[config.mk]
export PLATFORM = sky130hd
export DESIGN_NAME = ncpu32k_exc_ctrl_flat
export DESIGN_NICKNAME = d
export VERILOG_FILES = /design/src/rtl/ncpu32k_exc_ctrl_if.sv /design/src/rtl/ncpu32k_exc_ctrl.sv /design/src/flat_wrapper.sv
export SDC_FILE = /design/constraint.sdc
export NUM_CORES = 1
export LEC_CHECK = 0
export BUFFER_PORTS_ARGS = -buffer_cell sky130_fd_sc_hd__buf_4
export CAP_MARGIN = 20
export CORE_ASPECT_RATIO = 1.75
export CORE_MARGIN = 4
export CORE_UTILIZATION = 42
export DETAILED_ROUTE_END_ITERATION = 6
export PLACE_DENSITY_LB_ADDON = 0.12
export SYNTH_ARGS = -nofsm -noshare
export SYNTH_HDL_FRONTEND = slang
export SYNTH_SLANG_ARGS = --single-unit
[constraint.sdc]
create_clock -name clk -period 1.84 [get_ports clk]
set_clock_uncertainty 0.15 [all_clocks]
set_input_delay 0.368 -clock clk [delete_from_list [all_inputs] [get_ports clk]]
set_output_delay 0.368 -clock clk [all_outputs]
set_load 0.005 [all_outputs]
[src/rtl/ncpu32k_exc_ctrl_if.sv]
// ----------------------------------------------------------------------------
// ncpu32k_exc_ctrl_if
//   Pipeline-control handshake bundle between the exception sequencer and
//   the rest of the core.
//
//   Signals
//     flush_o           sequencer -> pipeline  flush request, held until ack
//     flush_ack_i       pipeline  -> sequencer flush complete
//     redirect_valid_o  sequencer -> fetch     redirect target is valid
//     redirect_pc_o     sequencer -> fetch     redirect target address
//     redirect_ready_i  fetch     -> sequencer redirect accepted
//
//   Modports
//     master  the exception sequencer side
//     slave   the pipeline / fetch side
// ----------------------------------------------------------------------------
interface ncpu32k_exc_ctrl_if #(
  parameter int DW = 32
);

  logic          flush_o;
  logic          flush_ack_i;
  logic          redirect_valid_o;
  logic [DW-1:0] redirect_pc_o;
  logic          redirect_ready_i;

  modport master (
    output flush_o,
    output redirect_valid_o,
    output redirect_pc_o,
    input  flush_ack_i,
    input  redirect_ready_i
  );

  modport slave (
    input  flush_o,
    input  redirect_valid_o,
    input  redirect_pc_o,
    output flush_ack_i,
    output redirect_ready_i
  );

endinterface

[src/rtl/ncpu32k_exc_ctrl.sv]
// ----------------------------------------------------------------------------
// ncpu32k_exc_ctrl
//   Exception / interrupt sequencer sitting at the commit point, directly
//   upstream of the PSR/MSR register file.
//
//   An event seen at commit (synchronous exception, enabled external IRQ or
//   ERET) is accepted in IDLE, the pipeline is flushed, a single-cycle MSR
//   update is issued, and finally fetch is redirected to the exception
//   vector or to the saved EPC.
//
//   Ports
//     clk, rst_n                    clock, asynchronous active-low reset
//     exc_*_i, eret_i, irq_i        commit-point events
//     exc_pc_i/exc_npc_i/exc_lsa_i  PC, next PC and faulting address
//     msr_psr_i/msr_epsr_i/msr_epc_i current machine-state registers
//     pipe                          flush / redirect handshake bundle
//     busy_o                        commit must stall while set
//     msr_*                         single-cycle MSR write port
// ----------------------------------------------------------------------------
module ncpu32k_exc_ctrl #(
  parameter int          DW           = 32,
  parameter int          PSR_DW       = 10,
  parameter logic [31:0] VECT_SYSCALL = 32'h0000_0008,
  parameter logic [31:0] VECT_IRQ     = 32'h0000_0010,
  parameter logic [31:0] VECT_EINSN   = 32'h0000_0018,
  parameter logic [31:0] VECT_EITM    = 32'h0000_0020,
  parameter logic [31:0] VECT_EDTM    = 32'h0000_0028
) (
  input  logic              clk,
  input  logic              rst_n,

  input  logic              exc_syscall_i,
  input  logic              exc_einsn_i,
  input  logic              exc_eitm_i,
  input  logic              exc_edtm_i,
  input  logic              eret_i,
  input  logic              irq_i,
  input  logic [DW-1:0]     exc_pc_i,
  input  logic [DW-1:0]     exc_npc_i,
  input  logic [DW-1:0]     exc_lsa_i,

  input  logic [PSR_DW-1:0] msr_psr_i,
  input  logic [PSR_DW-1:0] msr_epsr_i,
  input  logic [DW-1:0]     msr_epc_i,

  ncpu32k_exc_ctrl_if.master pipe,

  output logic              busy_o,

  output logic              msr_syscall_ent,
  output logic [PSR_DW-1:0] msr_epsr_nxt,
  output logic              msr_epsr_we,
  output logic [DW-1:0]     msr_epc_nxt,
  output logic              msr_epc_we,
  output logic [DW-1:0]     msr_elsa_nxt,
  output logic              msr_elsa_we,
  output logic              msr_psr_cc_nxt,
  output logic              msr_psr_cc_we,
  output logic              msr_psr_rm_nxt,
  output logic              msr_psr_rm_we,
  output logic              msr_psr_ire_nxt,
  output logic              msr_psr_ire_we,
  output logic              msr_psr_imme_nxt,
  output logic              msr_psr_imme_we,
  output logic              msr_psr_dmme_nxt,
  output logic              msr_psr_dmme_we
);

  localparam int PSR_CC   = 0;
  localparam int PSR_RM   = 4;
  localparam int PSR_IRE  = 5;
  localparam int PSR_IMME = 6;
  localparam int PSR_DMME = 7;

  typedef enum logic [1:0] {
    S_IDLE   = 2'd0,
    S_FLUSH  = 2'd1,
    S_COMMIT = 2'd2,
    S_REDIR  = 2'd3
  } state_t;

  typedef enum logic [2:0] {
    CAUSE_NONE    = 3'd0,
    CAUSE_SYSCALL = 3'd1,
    CAUSE_IRQ     = 3'd2,
    CAUSE_EINSN   = 3'd3,
    CAUSE_EITM    = 3'd4,
    CAUSE_EDTM    = 3'd5,
    CAUSE_ERET    = 3'd6
  } cause_t;

  state_t            state;
  state_t            state_nxt;

  cause_t            cause_r;
  logic [PSR_DW-1:0] psr_r;
  logic [DW-1:0]     epc_r;
  logic [DW-1:0]     elsa_r;
  logic              elsa_en_r;
  logic [DW-1:0]     target_r;
  logic              busy_r;

  logic              accept;
  cause_t            cause_sel;
  logic [PSR_DW-1:0] psr_sel;
  logic [DW-1:0]     epc_sel;
  logic [DW-1:0]     elsa_sel;
  logic              elsa_en_sel;
  logic [DW-1:0]     target_sel;
  logic              flush;
  logic              commit;
  logic              redir_valid;
  logic              any_sync;
  logic              is_eret;

  assign any_sync = exc_edtm_i | exc_eitm_i | exc_einsn_i | exc_syscall_i;

  // State register. An asynchronous reset abandons any sequence in flight;
  // because every MSR write and the redirect are decoded from this state,
  // nothing is written or redirected after reset.
  always_ff @(posedge clk or negedge rst_n) begin
    if (!rst_n) begin
      state <= S_IDLE;
    end else begin
      state <= state_nxt;
    end
  end

  // Next-state logic, event arbitration and per-state control decode.
  // Arbitration only happens in IDLE, so events (including irq_i) are
  // simply ignored while the sequencer is busy. A synchronous exception
  // always beats ERET, and the IRQ yields to both, so the IRQ branch also
  // requires that no ERET is present.
  always_comb begin
    state_nxt   = state;
    accept      = 1'b0;
    cause_sel   = CAUSE_NONE;
    psr_sel     = msr_psr_i;
    epc_sel     = exc_pc_i;
    elsa_sel    = exc_pc_i;
    elsa_en_sel = 1'b0;
    target_sel  = VECT_SYSCALL;
    flush       = 1'b0;
    commit      = 1'b0;
    redir_valid = 1'b0;

    case (state)
      S_IDLE: begin
        if (exc_edtm_i) begin
          accept      = 1'b1;
          cause_sel   = CAUSE_EDTM;
          elsa_sel    = exc_lsa_i;
          elsa_en_sel = 1'b1;
          target_sel  = VECT_EDTM;
        end else if (exc_eitm_i) begin
          accept      = 1'b1;
          cause_sel   = CAUSE_EITM;
          elsa_sel    = exc_pc_i;
          elsa_en_sel = 1'b1;
          target_sel  = VECT_EITM;
        end else if (exc_einsn_i) begin
          accept      = 1'b1;
          cause_sel   = CAUSE_EINSN;
          target_sel  = VECT_EINSN;
        end else if (exc_syscall_i) begin
          accept      = 1'b1;
          cause_sel   = CAUSE_SYSCALL;
          epc_sel     = exc_npc_i;
          target_sel  = VECT_SYSCALL;
        end else if (irq_i && msr_psr_i[PSR_IRE] && !eret_i) begin
          accept      = 1'b1;
          cause_sel   = CAUSE_IRQ;
          target_sel  = VECT_IRQ;
        end else if (eret_i && !any_sync) begin
          accept      = 1'b1;
          cause_sel   = CAUSE_ERET;
          psr_sel     = msr_epsr_i;
          epc_sel     = msr_epc_i;
          target_sel  = msr_epc_i;
        end
        if (accept) begin
          state_nxt = S_FLUSH;
        end
      end

      S_FLUSH: begin
        flush = 1'b1;
        if (pipe.flush_ack_i) begin
          state_nxt = S_COMMIT;
        end
      end

      S_COMMIT: begin
        commit    = 1'b1;
        state_nxt = S_REDIR;
      end

      S_REDIR: begin
        redir_valid = 1'b1;
        if (pipe.redirect_ready_i) begin
          state_nxt = S_IDLE;
        end
      end

      default: begin
        state_nxt = S_IDLE;
      end
    endcase
  end

  // Capture registers, loaded once at acceptance and held for the rest of
  // the sequence. For ERET the PSR snapshot holds the saved EPSR, which is
  // what gets restored in COMMIT, and the target is the saved EPC.
  always_ff @(posedge clk or negedge rst_n) begin
    if (!rst_n) begin
      cause_r   <= CAUSE_NONE;
      psr_r     <= '0;
      epc_r     <= '0;
      elsa_r    <= '0;
      elsa_en_r <= 1'b0;
      target_r  <= '0;
    end else if (accept) begin
      cause_r   <= cause_sel;
      psr_r     <= psr_sel;
      epc_r     <= epc_sel;
      elsa_r    <= elsa_sel;
      elsa_en_r <= elsa_en_sel;
      target_r  <= target_sel;
    end
  end

  // Busy flag kept in its own flop so that the stall seen by commit is a
  // clean register output rather than a decode of the state vector.
  always_ff @(posedge clk or negedge rst_n) begin
    if (!rst_n) begin
      busy_r <= 1'b0;
    end else begin
      busy_r <= (state_nxt != S_IDLE);
    end
  end

  assign busy_o  = busy_r;
  assign is_eret = (cause_r == CAUSE_ERET);

  assign pipe.flush_o          = flush;
  assign pipe.redirect_valid_o = redir_valid;
  assign pipe.redirect_pc_o    = target_r;

  assign msr_syscall_ent = commit & ~is_eret;
  assign msr_epsr_we     = commit & ~is_eret;
  assign msr_epc_we      = commit & ~is_eret;
  assign msr_elsa_we     = commit & ~is_eret & elsa_en_r;
  assign msr_epsr_nxt    = psr_r;
  assign msr_epc_nxt     = epc_r;
  assign msr_elsa_nxt    = elsa_r;

  assign msr_psr_cc_we    = commit & is_eret;
  assign msr_psr_rm_we    = commit & is_eret;
  assign msr_psr_ire_we   = commit & is_eret;
  assign msr_psr_imme_we  = commit & is_eret;
  assign msr_psr_dmme_we  = commit & is_eret;
  assign msr_psr_cc_nxt   = psr_r[PSR_CC];
  assign msr_psr_rm_nxt   = psr_r[PSR_RM];
  assign msr_psr_ire_nxt  = psr_r[PSR_IRE];
  assign msr_psr_imme_nxt = psr_r[PSR_IMME];
  assign msr_psr_dmme_nxt = psr_r[PSR_DMME];

endmodule

[src/flat_wrapper.sv]
// flat-port wrapper written by rule: the top's interface ports become plain ports
module ncpu32k_exc_ctrl_flat 
#(
  parameter int          DW           = 32,
  parameter int          PSR_DW       = 10,
  parameter logic [31:0] VECT_SYSCALL = 32'h0000_0008,
  parameter logic [31:0] VECT_IRQ     = 32'h0000_0010,
  parameter logic [31:0] VECT_EINSN   = 32'h0000_0018,
  parameter logic [31:0] VECT_EITM    = 32'h0000_0020,
  parameter logic [31:0] VECT_EDTM    = 32'h0000_0028
)
  (clk, rst_n, exc_syscall_i, exc_einsn_i, exc_eitm_i, exc_edtm_i, eret_i, irq_i, exc_pc_i, exc_npc_i, exc_lsa_i, msr_psr_i, msr_epsr_i, msr_epc_i, busy_o, msr_syscall_ent, msr_epsr_nxt, msr_epsr_we, msr_epc_nxt, msr_epc_we, msr_elsa_nxt, msr_elsa_we, msr_psr_cc_nxt, msr_psr_cc_we, msr_psr_rm_nxt, msr_psr_rm_we, msr_psr_ire_nxt, msr_psr_ire_we, msr_psr_imme_nxt, msr_psr_imme_we, msr_psr_dmme_nxt, msr_psr_dmme_we, pipe_flush_o, pipe_redirect_valid_o, pipe_redirect_pc_o, pipe_flush_ack_i, pipe_redirect_ready_i);
  ncpu32k_exc_ctrl_if #(.DW(DW)) pipe_i ();
  input  logic clk;
  input  logic rst_n;
  input  logic exc_syscall_i;
  input  logic exc_einsn_i;
  input  logic exc_eitm_i;
  input  logic exc_edtm_i;
  input  logic eret_i;
  input  logic irq_i;
  input  logic [DW-1:0] exc_pc_i;
  input  logic [DW-1:0] exc_npc_i;
  input  logic [DW-1:0] exc_lsa_i;
  input  logic [PSR_DW-1:0] msr_psr_i;
  input  logic [PSR_DW-1:0] msr_epsr_i;
  input  logic [DW-1:0] msr_epc_i;
  output logic busy_o;
  output logic msr_syscall_ent;
  output logic [PSR_DW-1:0] msr_epsr_nxt;
  output logic msr_epsr_we;
  output logic [DW-1:0] msr_epc_nxt;
  output logic msr_epc_we;
  output logic [DW-1:0] msr_elsa_nxt;
  output logic msr_elsa_we;
  output logic msr_psr_cc_nxt;
  output logic msr_psr_cc_we;
  output logic msr_psr_rm_nxt;
  output logic msr_psr_rm_we;
  output logic msr_psr_ire_nxt;
  output logic msr_psr_ire_we;
  output logic msr_psr_imme_nxt;
  output logic msr_psr_imme_we;
  output logic msr_psr_dmme_nxt;
  output logic msr_psr_dmme_we;
  output wire logic [$bits(pipe_i.flush_o)-1:0] pipe_flush_o;
  output wire logic [$bits(pipe_i.redirect_valid_o)-1:0] pipe_redirect_valid_o;
  output wire logic [$bits(pipe_i.redirect_pc_o)-1:0] pipe_redirect_pc_o;
  input wire logic [$bits(pipe_i.flush_ack_i)-1:0] pipe_flush_ack_i;
  input wire logic [$bits(pipe_i.redirect_ready_i)-1:0] pipe_redirect_ready_i;
  assign pipe_flush_o = pipe_i.flush_o;
  assign pipe_redirect_valid_o = pipe_i.redirect_valid_o;
  assign pipe_redirect_pc_o = pipe_i.redirect_pc_o;
  assign pipe_i.flush_ack_i = pipe_flush_ack_i;
  assign pipe_i.redirect_ready_i = pipe_redirect_ready_i;
  ncpu32k_exc_ctrl #(.DW(DW), .PSR_DW(PSR_DW), .VECT_SYSCALL(VECT_SYSCALL), .VECT_IRQ(VECT_IRQ), .VECT_EINSN(VECT_EINSN), .VECT_EITM(VECT_EITM), .VECT_EDTM(VECT_EDTM)) u_core (.clk(clk), .rst_n(rst_n), .exc_syscall_i(exc_syscall_i), .exc_einsn_i(exc_einsn_i), .exc_eitm_i(exc_eitm_i), .exc_edtm_i(exc_edtm_i), .eret_i(eret_i), .irq_i(irq_i), .exc_pc_i(exc_pc_i), .exc_npc_i(exc_npc_i), .exc_lsa_i(exc_lsa_i), .msr_psr_i(msr_psr_i), .msr_epsr_i(msr_epsr_i), .msr_epc_i(msr_epc_i), .pipe(pipe_i), .busy_o(busy_o), .msr_syscall_ent(msr_syscall_ent), .msr_epsr_nxt(msr_epsr_nxt), .msr_epsr_we(msr_epsr_we), .msr_epc_nxt(msr_epc_nxt), .msr_epc_we(msr_epc_we), .msr_elsa_nxt(msr_elsa_nxt), .msr_elsa_we(msr_elsa_we), .msr_psr_cc_nxt(msr_psr_cc_nxt), .msr_psr_cc_we(msr_psr_cc_we), .msr_psr_rm_nxt(msr_psr_rm_nxt), .msr_psr_rm_we(msr_psr_rm_we), .msr_psr_ire_nxt(msr_psr_ire_nxt), .msr_psr_ire_we(msr_psr_ire_we), .msr_psr_imme_nxt(msr_psr_imme_nxt), .msr_psr_imme_we(msr_psr_imme_we), .msr_psr_dmme_nxt(msr_psr_dmme_nxt), .msr_psr_dmme_we(msr_psr_dmme_we));
endmodule
After elaboration in Yosys (flattened, before gate mapping)
Cells that the tools add are included.
{"block": "totals", "ff_bits": 113, "output_inout_bits": 123, "in_bits": 158}
{"block": "op_classes", "n_eq_ne": 4, "n_reduce_logical": 7, "n_bitwise": 7, "n_mux": 48}
{"cell": "2-to-1 mux 32 bit", "n": 16}
{"cell": "2-to-1 mux 10 bit", "n": 7}
{"cell": "2-to-1 mux 3 bit", "n": 7}
{"cell": "2-to-1 mux 1 bit", "n": 14}
{"cell": "one-hot mux 2 bit (4 select lines)", "n": 1}
{"cell": "2-to-1 mux 2 bit", "n": 3}
{"cell": "equality test 2 bit, second input constant", "n": 2}
{"cell": "AND 1 bit", "n": 3}
{"cell": "equality test 3 bit, second input constant", "n": 1}
{"cell": "logical AND 1 bit", "n": 3}
{"cell": "bitwise OR 1 bit", "n": 3}
{"cell": "equality test 2 x 1 -> 1 bit, second input constant", "n": 1}
{"cell": "logical NOT 1 bit", "n": 2}
{"cell": "logical NOT 2 bit", "n": 1}
{"cell": "nonzero test 2 bit", "n": 1}
{"cell": "NOT 1 bit", "n": 1}

Depth between registers and ports, before layout
Gate-level depths: netlist of run 1.
{"block": "depth", "word_depth": 15, "depth_mapped": 7}

Worst setup path before layout of run 1
OpenSTA, ideal clock, no wires.
{"block": "synth_timing", "kind": "input port to flip-flop", "startpoint": "input port exc_einsn_i", "endpoint": "register u_core.epc_r[0], in the netlist u_core.msr_epc_nxt[0]", "stages": 7, "path_buffers": 3, "arrival_time_ns": 1.636, "required_time_ns": 1.561, "slack_ns": -0.076, "path_cell_list": "buf_6 or3b_1 clkbuf_1 or2_4 buf_6 a211oi_1 o31ai_1"}
{"block": "synth_between", "elab_chain_cells": 12, "word_cells_on_any_way": 19, "classes_between": "mux (15); bitwise (2); reduce/logical (2)"}
{"item": "from (decl)", "line": "flat_wrapper.sv:17", "text": "input logic exc_einsn_i;"}
{"item": "bitwise OR 1 bit (2 in series)", "line": "ncpu32k_exc_ctrl.sv:116", "text": "assign any_sync = exc_edtm_i | exc_eitm_i | exc_einsn_i | exc_syscall_i;"}
{"item": "logical NOT 1 bit", "line": "ncpu32k_exc_ctrl.sv:174", "text": "end else if (eret_i && !any_sync) begin"}
{"item": "logical AND 1 bit", "line": "ncpu32k_exc_ctrl.sv:174"}
{"item": "2-to-1 mux 1 bit", "line": "ncpu32k_exc_ctrl.sv:174"}
{"item": "2-to-1 mux 1 bit", "line": "ncpu32k_exc_ctrl.sv:170", "text": "end else if (irq_i && msr_psr_i[PSR_IRE] && !eret_i) begin"}
{"item": "2-to-1 mux 1 bit", "line": "ncpu32k_exc_ctrl.sv:165", "text": "end else if (exc_syscall_i) begin"}
{"item": "2-to-1 mux 1 bit", "line": "ncpu32k_exc_ctrl.sv:161", "text": "end else if (exc_einsn_i) begin"}
{"item": "2-to-1 mux 1 bit", "line": "ncpu32k_exc_ctrl.sv:155", "text": "end else if (exc_eitm_i) begin"}
{"item": "2-to-1 mux 1 bit", "line": "ncpu32k_exc_ctrl.sv:149", "text": "if (exc_edtm_i) begin"}
{"item": "2-to-1 mux 1 bit (2 in series)", "line": "ncpu32k_exc_ctrl.sv:147", "text": "case (state)"}
{"item": "to (signal assigned)", "line": "ncpu32k_exc_ctrl.sv:225", "text": "epc_r <= epc_sel;"}
{"item": "to (decl)", "line": "ncpu32k_exc_ctrl.sv:97", "text": "logic [DW-1:0] epc_r;"}
Several ways; a longest one is shown, not always the timed one. The select of a mux whose other input is x is not followed.
A chain may end at the register's enable or synchronous reset.

Worst setup path in the final report of run 1
{"block": "layout_timing", "startpoint": "register u_core.state[0]", "endpoint": "output port msr_psr_cc_we"}
{"block": "layout_between", "elab_chain_cells": 3}
{"item": "from (decl)", "line": "ncpu32k_exc_ctrl.sv:92", "text": "state_t state;"}
{"item": "from (signal assigned)", "line": "ncpu32k_exc_ctrl.sv:125", "text": "state <= state_nxt;"}
{"item": "equality test 2 bit", "line": "ncpu32k_exc_ctrl.sv:147"}
{"item": "2-to-1 mux 1 bit", "line": "ncpu32k_exc_ctrl.sv:147"}
{"item": "AND 1 bit", "line": "ncpu32k_exc_ctrl.sv:257", "text": "assign msr_psr_cc_we = commit & is_eret;"}
{"item": "to (decl)", "line": "flat_wrapper.sv:37", "text": "output logic msr_psr_cc_we;"}
Every way passes these cells.

==> flow_metrics.env, run 1 <==
export IMPL_violations="negative setup slack"
export IMPL_synth_edf_count=0
export IMPL_worst_slack_ps=-95.23
export IMPL_synth_mux_area_share_pct=13.22
export IMPL_finalPower_mw=12.98
export IMPL_cts_root_buf="clkbuf_16"
export IMPL_clk_latency_ps=410
export IMPL_grt_ovfl_total=0
export IMPL_antenna_found_initial=0
export IMPL_synth_sequential_area_ratio_pct=48.02
export IMPL_syn_avg_cell_area_um2=10.24
export IMPL_endpoint_kind="output pin"
export IMPL_crit_path_max_incr_delay_ps=390
export IMPL_nFillCells=1059
export IMPL_critical_path_arrival_ps=1420
export IMPL_synth_xor_area_share_pct=0
export IMPL_die_x_um=97.51
export IMPL_synth_compound_area_share_pct=19.61
export IMPL_clk_path_buf_depth=2
export IMPL_synthFlopType="dfrtp_1"
export IMPL_h_tree_depth=4
export IMPL_drc=0
export IMPL_async_reset_ff_share_pct=100.0
export IMPL_critPathTopFamily="flip-flops"
export IMPL_grt_pass1_vias=6019
export IMPL_gr_usage_met2_pct=46.50
export IMPL_avgRoutedWirePerCell_um=19.37
export IMPL_crit_path_cell_trace="buf_6 > nand2b_4 > nor3_4 > buf_6 > buf_4"
export IMPL_seq_area_mm2=0.002828
export IMPL_synth_warnings=0
export IMPL_run_status="finished with violations"
export IMPL_grt_busiest_layer="met2"
export IMPL_critical_path_max_fanout=5
export IMPL_crit_required_ps=1320
export IMPL_yosys_register_bits=113
export IMPL_ys_types=39
export IMPL_max_slew_margin_rel_pct=71.29
export IMPL_drive_above_1_share_pct=54.16
export IMPL_ant_nets=0
export IMPL_synthAdderAreaFrac_pct=0
export IMPL_power_leakage_nw=4.756
export IMPL_die_area_mm2=0.01605
export IMPL_diodes=0
export IMPL_synth_top_family_by_area="compound AO/OA/AOI/OAI gates"
export IMPL_period_needed_ps=1935
export IMPL_core_area_mm2=0.01384
export IMPL_rsz0062_at_grt="yes"
export IMPL_grt_use_met1_pct=25.52
export IMPL_totalWireLength_um=21140
export IMPL_path_class="flip-flop to output pin"
export IMPL_dpl_hpwl_um=15650
export IMPL_vdd_drop_max_v=0.0006803
export IMPL_via_per_inst=5.316
export IMPL_layout_nets=1059
export IMPL_startpoint_type="flip-flop"
export IMPL_port_buffers=280
export IMPL_syn_nets=733
export IMPL_grt_start_max_net_pins=34
export IMPL_via_count=5800
export IMPL_hold_viol=0
export IMPL_synth_simple_area_share_pct=11.52
export IMPL_grt_first_pass_wirelength_um=31150
export IMPL_worst_path_buf_inv=3
export IMPL_finalSetupViolCount=9
export IMPL_fin_crit_sh_pct=105.2
export IMPL_routabilityCongestion=0.9093
export IMPL_multiInputGateArea_mm2=0.002858
export IMPL_cts_made_buffers=17
export IMPL_rows=57
export IMPL_worst_pin_slew_ps=430.6
export IMPL_drt_iter0_markers=229
export IMPL_cts_tree="yes"
export IMPL_clk_pin_slew_ps=60
export IMPL_slowest_stage="dfrtp_1"
export IMPL_place_ws_ps=-240.6
export IMPL_grtUsageTotal_pct=24.65
export IMPL_grtUsageMet3_pct=6.171
export IMPL_cts_num_sinks=113
export IMPL_initial_core_util_pct=42.56
export IMPL_drt_pass1_iterations=7
export IMPL_syn_inst=575
export IMPL_netlist_area_mm2=0.005888
export IMPL_chipHeight_um=164.6
export IMPL_drv_cap=0
export IMPL_area_growth_pct=63.96
export IMPL_p_per_area_mw_per_mm2=1344
export IMPL_hp_class="input port to flip-flop"
export IMPL_slew_violations=0
export IMPL_fmax_mhz=516.7
export IMPL_cpMostUsedCell="buf_6"
export IMPL_ios=281
## layout by cell type (no fill, tap or decap), types with 29 or more instances in the layout
cell | synthesis | routed
nand2_1 | 52 | 51
nor2b_1 | 31 | 31
a211oi_2 | 19 | 29
dfrtp_1 | 113 | 113
nor3_1 | 31 | 30
mux2_2 | 30 | 30
buf_4 | 13 | 335
o21ai_0 | 44 | 44
mux2i_1 | 44 | 42
inv_1 | 32 | 32
## power by group
group / switching [mW] / internal [mW]
Combinational: 2.37 / 3.16
Sequential: 0.608 / 3.46
Clock: 1.24 / 2.14
## sequential cells by signal, indices dropped and copies added, names as in the netlist
| name | cells |
|---|---|
| u_core.elsa_en_r | 1 |
| u_core.state | 2 |
| u_core.pipe.redirect_pc_o | 32 |
| u_core.msr_elsa_nxt | 32 |
| u_core.cause_r | 3 |
| u_core.msr_epc_nxt | 32 |
| u_core.msr_epsr_nxt | 10 |
| u_core.busy_o | 1 |
## cell usage after synthesis, drive strengths merged, types with 4 or more instances
| library cell | number | area share, % |
|---|---|---|
| inv | 32 | 2.0 |
| nor2 | 11 | 0.74 |
| a21oi | 9 | 0.76 |
| buf | 40 | 4.4 |
| mux2i | 44 | 7.5 |
| and2 | 4 | 0.42 |
| nor2b | 31 | 3.3 |
| dfrtp | 113 | 48 |
| nor3 | 31 | 2.6 |
| a22oi | 31 | 4.0 |
| o31ai | 29 | 3.8 |
| a211oi | 30 | 5.4 |
| o21ai | 55 | 4.7 |
| mux2 | 30 | 5.7 |
| clkbuf | 18 | 1.1 |
| nand2 | 52 | 3.3 |
## logic make-up after synthesis
| group | count (synthesis) |
|---|---|
| compound gates | 160 |
| buf+inv | 90 |
| flops | 113 |
| mux | 74 |
| simple gates | 138 |
## per-stage QoR
step           hold slack, ps  instance area (um^2)  setup TNS (ps)  util [%]  std cells
2_1_floorplan          -77.59                  5958           -1983         -        575
3_3_place_gp            172.4                  8602          -15990     62.17       1042
3_5_place_dp            171.4                  8602          -18190     62.17       1042
4_1_cts                 41.42                  9280          -951.4     67.07       1078
5_1_grt                 49.57                  9654           -1387     69.78       1091
6_report                57.43                  9654          -690.9     69.78       1091
## worst min-delay path, cell delays in order
cell	delay, ps
buf_4	100
a22oi_2	60
o31ai_2	60
## routing by layer
metal / up-vias / share of wire, %
met2: 215 / 56
met1: 2846 / 35
met5: - / 0
li1: 2693 / -
met4: 0 / 3.2
met3: 46 / 5.9
## final timing paths
| check | startpoint | to | slack, ps | depth (start not counted) |
|---|---|---|---|---|
| hold / removal | exc_pc_i[21] | u_core.msr_epc_nxt[21] | 60 | 3 |
| hold reg to reg | u_core.msr_elsa_nxt[29] | u_core.msr_elsa_nxt[29] | 330 | 2 |
| setup reg to reg | u_core.state[0] | u_core.msr_epc_nxt[5] | 30 | 7 |
| setup / recovery | u_core.state[0] | msr_psr_cc_we | -100 | 5 |
| min in group asynchronous | rst_n | u_core.msr_elsa_nxt[4] | 290 | 2 |
| max in group asynchronous | rst_n | u_core.msr_elsa_nxt[9] | 690 | 3 |
## area by class of cell
cell class | count | area share [%]
repair buffers | 365 | 31.29
inverters | 32 | 1.244
clock inverters | 15 | 1.879
well taps | 177 | 2.294
multi-input cells | 372 | 29.60
flip-flops and latches | 113 | 29.29
clock buffers | 17 | 4.406
## timing repair
| action | CTS | global route |
|---|---|---|
| setup endpoints to repair | 9 | 58 |
| hold endpoints to repair | 20 | 0 |
| buffers inserted | 3 | 8 |
| resized for setup | 9 | 50 |
| hold buffers | 1 | 0 |
| pin swaps | 2 | 7 |
| cloned | 0 | 6 |
(Power assumes the default switching activity.)
==> run 2, diff against run 1 <==
==> config.mk (replaced) <==
export PLATFORM = sky130hd
export DESIGN_NAME = ncpu32k_exc_ctrl_flat
export DESIGN_NICKNAME = d
export VERILOG_FILES = /design/src/rtl/ncpu32k_exc_ctrl_if.sv /design/src/rtl/ncpu32k_exc_ctrl.sv /design/src/flat_wrapper.sv
export SDC_FILE = /design/constraint.sdc
export NUM_CORES = 1
export LEC_CHECK = 0
export CAP_MARGIN = 20
export CORE_ASPECT_RATIO = 1.1
export CORE_MARGIN = 4
export CORE_UTILIZATION = 58
export DETAILED_ROUTE_END_ITERATION = 6
export DONT_BUFFER_PORTS = 1
export PLACE_DENSITY = 0.84
export SYNTH_ARGS = -nofsm -noshare
export SYNTH_HDL_FRONTEND = slang
export SYNTH_SLANG_ARGS = --single-unit
==> run 2 against run 1 <==
Against the previous run:
- the run now fails in clock tree synthesis (4_1_cts)
- synthesized cell count is the same
- synthesized area stayed put
==> flow_metrics.env, run 2 <==
export IMPL_run_status="did not finish"
export IMPL_ys_types=39
export IMPL_ios=281
export IMPL_synth_top_area_share_pct=48.02
export IMPL_syn_avg_cell_area_um2=10.24
export IMPL_yosysTopAreaCell="dfrtp_1"
export IMPL_clk_path_buf_depth=2
export IMPL_synthFlopType="dfrtp_1"
export IMPL_post_cts_buffers=7
export IMPL_synth_most_common_cell="dfrtp_1"
export IMPL_syn_nets=733
export IMPL_h_tree_depth=4
export IMPL_async_reset_ff_share_pct=100.0
export IMPL_port_buffers=0
export IMPL_ctsResizeCount=11
export IMPL_synth_common_cells="dfrtp_1, nand2_1, mux2i_1, o21ai_0, inv_1"
export IMPL_rows=38
export IMPL_cts_root_buf="clkbuf_8"
export IMPL_numPlacedInstances=691
export IMPL_synth_edf_count=0
export IMPL_cts_num_sinks=113
export IMPL_synth_area_leaders="dfrtp_1, mux2i_1, mux2_2"
export IMPL_cts_made_buffers=17
export IMPL_routabilityCongestion=0.8986
export IMPL_dpl_hpwl_um=12630
export IMPL_syn_inst=575
export IMPL_synth_sequential_area_ratio_pct=48.02
export IMPL_chipHeight_um=113.7
export IMPL_haltStage="clock tree synthesis (4_1_cts)"
export IMPL_synth_warnings=0
export IMPL_yosys_register_bits=113
export IMPL_cts_hold_buf=147
export IMPL_die_x_um=104.1
export IMPL_initial_core_util_pct=59.54
export IMPL_error_line="[ERROR RSZ-0060] Max buffer count reached."
export IMPL_netlist_area_mm2=0.005888
[run 2: cell families after synthesis]
kind of cell | share of synthesized area (%)
AOI/OAI and AO/OA | 19.61
buffers and inverters | 7.629
DFF | 48.02
muxes | 13.22
and+or+nand+nor | 11.52
[run 2: metrics by stage]
| stage | setup slack (ps) | hold slack, ps | cell area [um^2] |
|---|---|---|---|
| 3_3_place_gp | -147.9 | -74.93 | 6261 |
| 2_1_floorplan | -52.88 | -77.59 | 5958 |
| 3_5_place_dp | -161.9 | -75.08 | 6261 |
==> run 3, diff against run 2 <==
--- a/config.mk
+++ b/config.mk
@@ -6,12 +6,11 @@
 export NUM_CORES = 1
 export LEC_CHECK = 0
 export CAP_MARGIN = 20
-export CORE_ASPECT_RATIO = 1.1
 export CORE_MARGIN = 4
-export CORE_UTILIZATION = 58
+export CORE_UTILIZATION = 40
 export DETAILED_ROUTE_END_ITERATION = 6
 export DONT_BUFFER_PORTS = 1
-export PLACE_DENSITY = 0.84
+export PLACE_DENSITY_LB_ADDON = 0.15
 export SYNTH_ARGS = -nofsm -noshare
 export SYNTH_HDL_FRONTEND = slang
 export SYNTH_SLANG_ARGS = --single-unit
==> constraint.sdc (replaced) <==
create_clock -name clk -period 2.4 [get_ports clk]
set_clock_uncertainty 0.15 [all_clocks]
set_input_delay 0.48 -clock clk [delete_from_list [all_inputs] [get_ports clk]]
set_output_delay 0.48 -clock clk [all_outputs]
set_load 0.005 [all_outputs]
==> run 3 against run 2 <==
Against the previous run:
- the flow now finishes, with violations (negative hold slack)
==> flow_metrics.env, run 3 (synthesis gave the netlist of run 1 again) <==
export IMPL_run_status="finished with violations"
export IMPL_violations="negative hold slack"
export IMPL_place_area_mm2=0.005956
export IMPL_final_area_mm2=0.006497
export IMPL_cts_num_sinks=113
export IMPL_crit_path_cell_trace="nand2b_1 > nor2_1 > and2_1"
export IMPL_final_cells=749
export IMPL_r2r_end="u_core.msr_elsa_nxt[17]"
export IMPL_slew_violations=0
export IMPL_max_slew_margin_rel_pct=62.99
export IMPL_path_class="flip-flop to output pin"
export IMPL_period_needed_ps=2192
export IMPL_startpoint="u_core.state[0]"
export IMPL_mostFrequentLayoutCells="dfrtp_1, nand2_1, o21ai_0, mux2i_1, inv_1"
export IMPL_finalSetupViolCount=0
export IMPL_drive_above_1_share_pct=18.23
export IMPL_cts_tree="yes"
export IMPL_layout_nets=710
export IMPL_hold_ws_ps=-388.5
export IMPL_via_count=4291
export IMPL_mostFrequentLayoutCell="dfrtp_1"
export IMPL_tns_ps=0
export IMPL_startpoint_type="flip-flop"
export IMPL_clk_latency_ps=410
export IMPL_h_tree_depth=4
export IMPL_grt_pass1_vias=4514
export IMPL_grt_start_max_net_pins=114
export IMPL_numPlacedInstances=717
export IMPL_area_growth_pct=10.35
export IMPL_core_area_mm2=0.01448
export IMPL_p_per_area_mw_per_mm2=1136
export IMPL_antenna_found_initial=0
export IMPL_drc=0
export IMPL_endpoint="msr_elsa_we"
export IMPL_grtUsageTotal_pct=20.65
export IMPL_fin_util_pct=44.88
export IMPL_critical_path_max_fanout=8
export IMPL_ant_nets=0
export IMPL_crit_path_max_incr_delay_ps=440
export IMPL_ios=281
export IMPL_totalWireLength_um=17320
export IMPL_diodes=0
export IMPL_drt_pass1_iterations=4
export IMPL_rows=44
export IMPL_port_buffers=0
export IMPL_crit_required_ps=1770
export IMPL_cts_made_buffers=17
export IMPL_worst_pin_slew_ps=555.2
export IMPL_critical_path_arrival_ps=1560
export IMPL_dpl_hpwl_um=12140
export IMPL_reg2regPathDepth=5
export IMPL_endpoint_kind="output pin"
export IMPL_initial_core_util_pct=40.67
export IMPL_hp_class="input port to asynchronous set/reset pin"
export IMPL_slowest_stage="dfrtp_1"
export IMPL_drt_iter0_markers=230
export IMPL_rsz0062_at_grt="no"
export IMPL_post_cts_buffers=0
export IMPL_avgRoutedWirePerCell_um=23.12
export IMPL_grt_ovfl_total=0
export IMPL_vdd_drop_max_v=0.0005806
export IMPL_via_per_inst=5.729
export IMPL_hold_viol=113
export IMPL_fin_crit_sh_pct=91.35
export IMPL_clk_path_buf_depth=2
export IMPL_finalPower_mw=7.384
export IMPL_routabilityCongestion=0.7890
export IMPL_die_x_um=129.3
export IMPL_chipHeight_um=129.3
export IMPL_clk_pin_slew_ps=60
export IMPL_grt_first_pass_wirelength_um=26250
export IMPL_drv_cap=0
export IMPL_cts_root_buf="clkbuf_16"
export IMPL_r2r_slack_ps=340
export IMPL_die_area_mm2=0.01673
export IMPL_power_leakage_nw=2.865
export IMPL_r2r_start="u_core.state[1]"
export IMPL_fmax_mhz=456.1
==> run 3: what timing repair did <==
| action | CTS | global route |
|---|---|---|
| hold endpoints to repair | 113 | 113 |
| endpoints found under the setup margin | 0 | 0 |
| resized for setup | 0 | 0 |
==> run 3: final cells by class <==
| type | instances | area, um^2 |
|---|---|---|
| inverter | 32 | 120.1 |
| tap | 184 | 230.2 |
| timing repair buffer | 16 | 157.7 |
| clock inverter | 13 | 88.84 |
| multi-input combinational | 372 | 2620 |
| clock buffer | 19 | 452.9 |
| sequential | 113 | 2828 |
| fill | 1401 | 7981 |
==> run 3: worst min-delay path by stage <==
stage | cells past startpoint | end
finish | 0 | u_core.msr_elsa_nxt[25]
global placement | 0 | u_core.msr_elsa_nxt[25]
global route | 0 | u_core.msr_elsa_nxt[25]
detailed placement | 0 | u_core.msr_elsa_nxt[25]
CTS | 0 | u_core.msr_elsa_nxt[25]
floorplan | 0 | u_core.busy_o
==> run 3: where the power goes <==
group / switching, mW / internal (mW)
clock network: 0.916 / 1.37
logic: 0.962 / 0.813
registers: 0.674 / 2.65
total: 2.55 / 4.83
==> run 3: per-stage QoR <==
stage	hold WS [ps]	worst slack (ps)
2_1_floorplan	34.41	372.5
3_3_place_gp	37.55	238.4
3_5_place_dp	37.67	229.0
4_1_cts	-416.6	167.8
5_1_grt	-419.2	21.83
6_report	-388.5	207.7
==> run 3: worst max-delay path, delay by kind of cell (launching register included) <==
family,cells,cell delay [ps]
flip-flops,1,440
AND/OR/NAND/NOR,3,710
==> run 3: routing by layer <==
layer  up-vias  track usage [%]  share of wire, %  wire length, um
met5         -                0                 0                0
met4         0            8.091               1.4              237
met3        15            9.522                11             1956
met2       221            33.60                49             8516
met1      2059            23.77                38             6607
li1       1996                -                 -                -
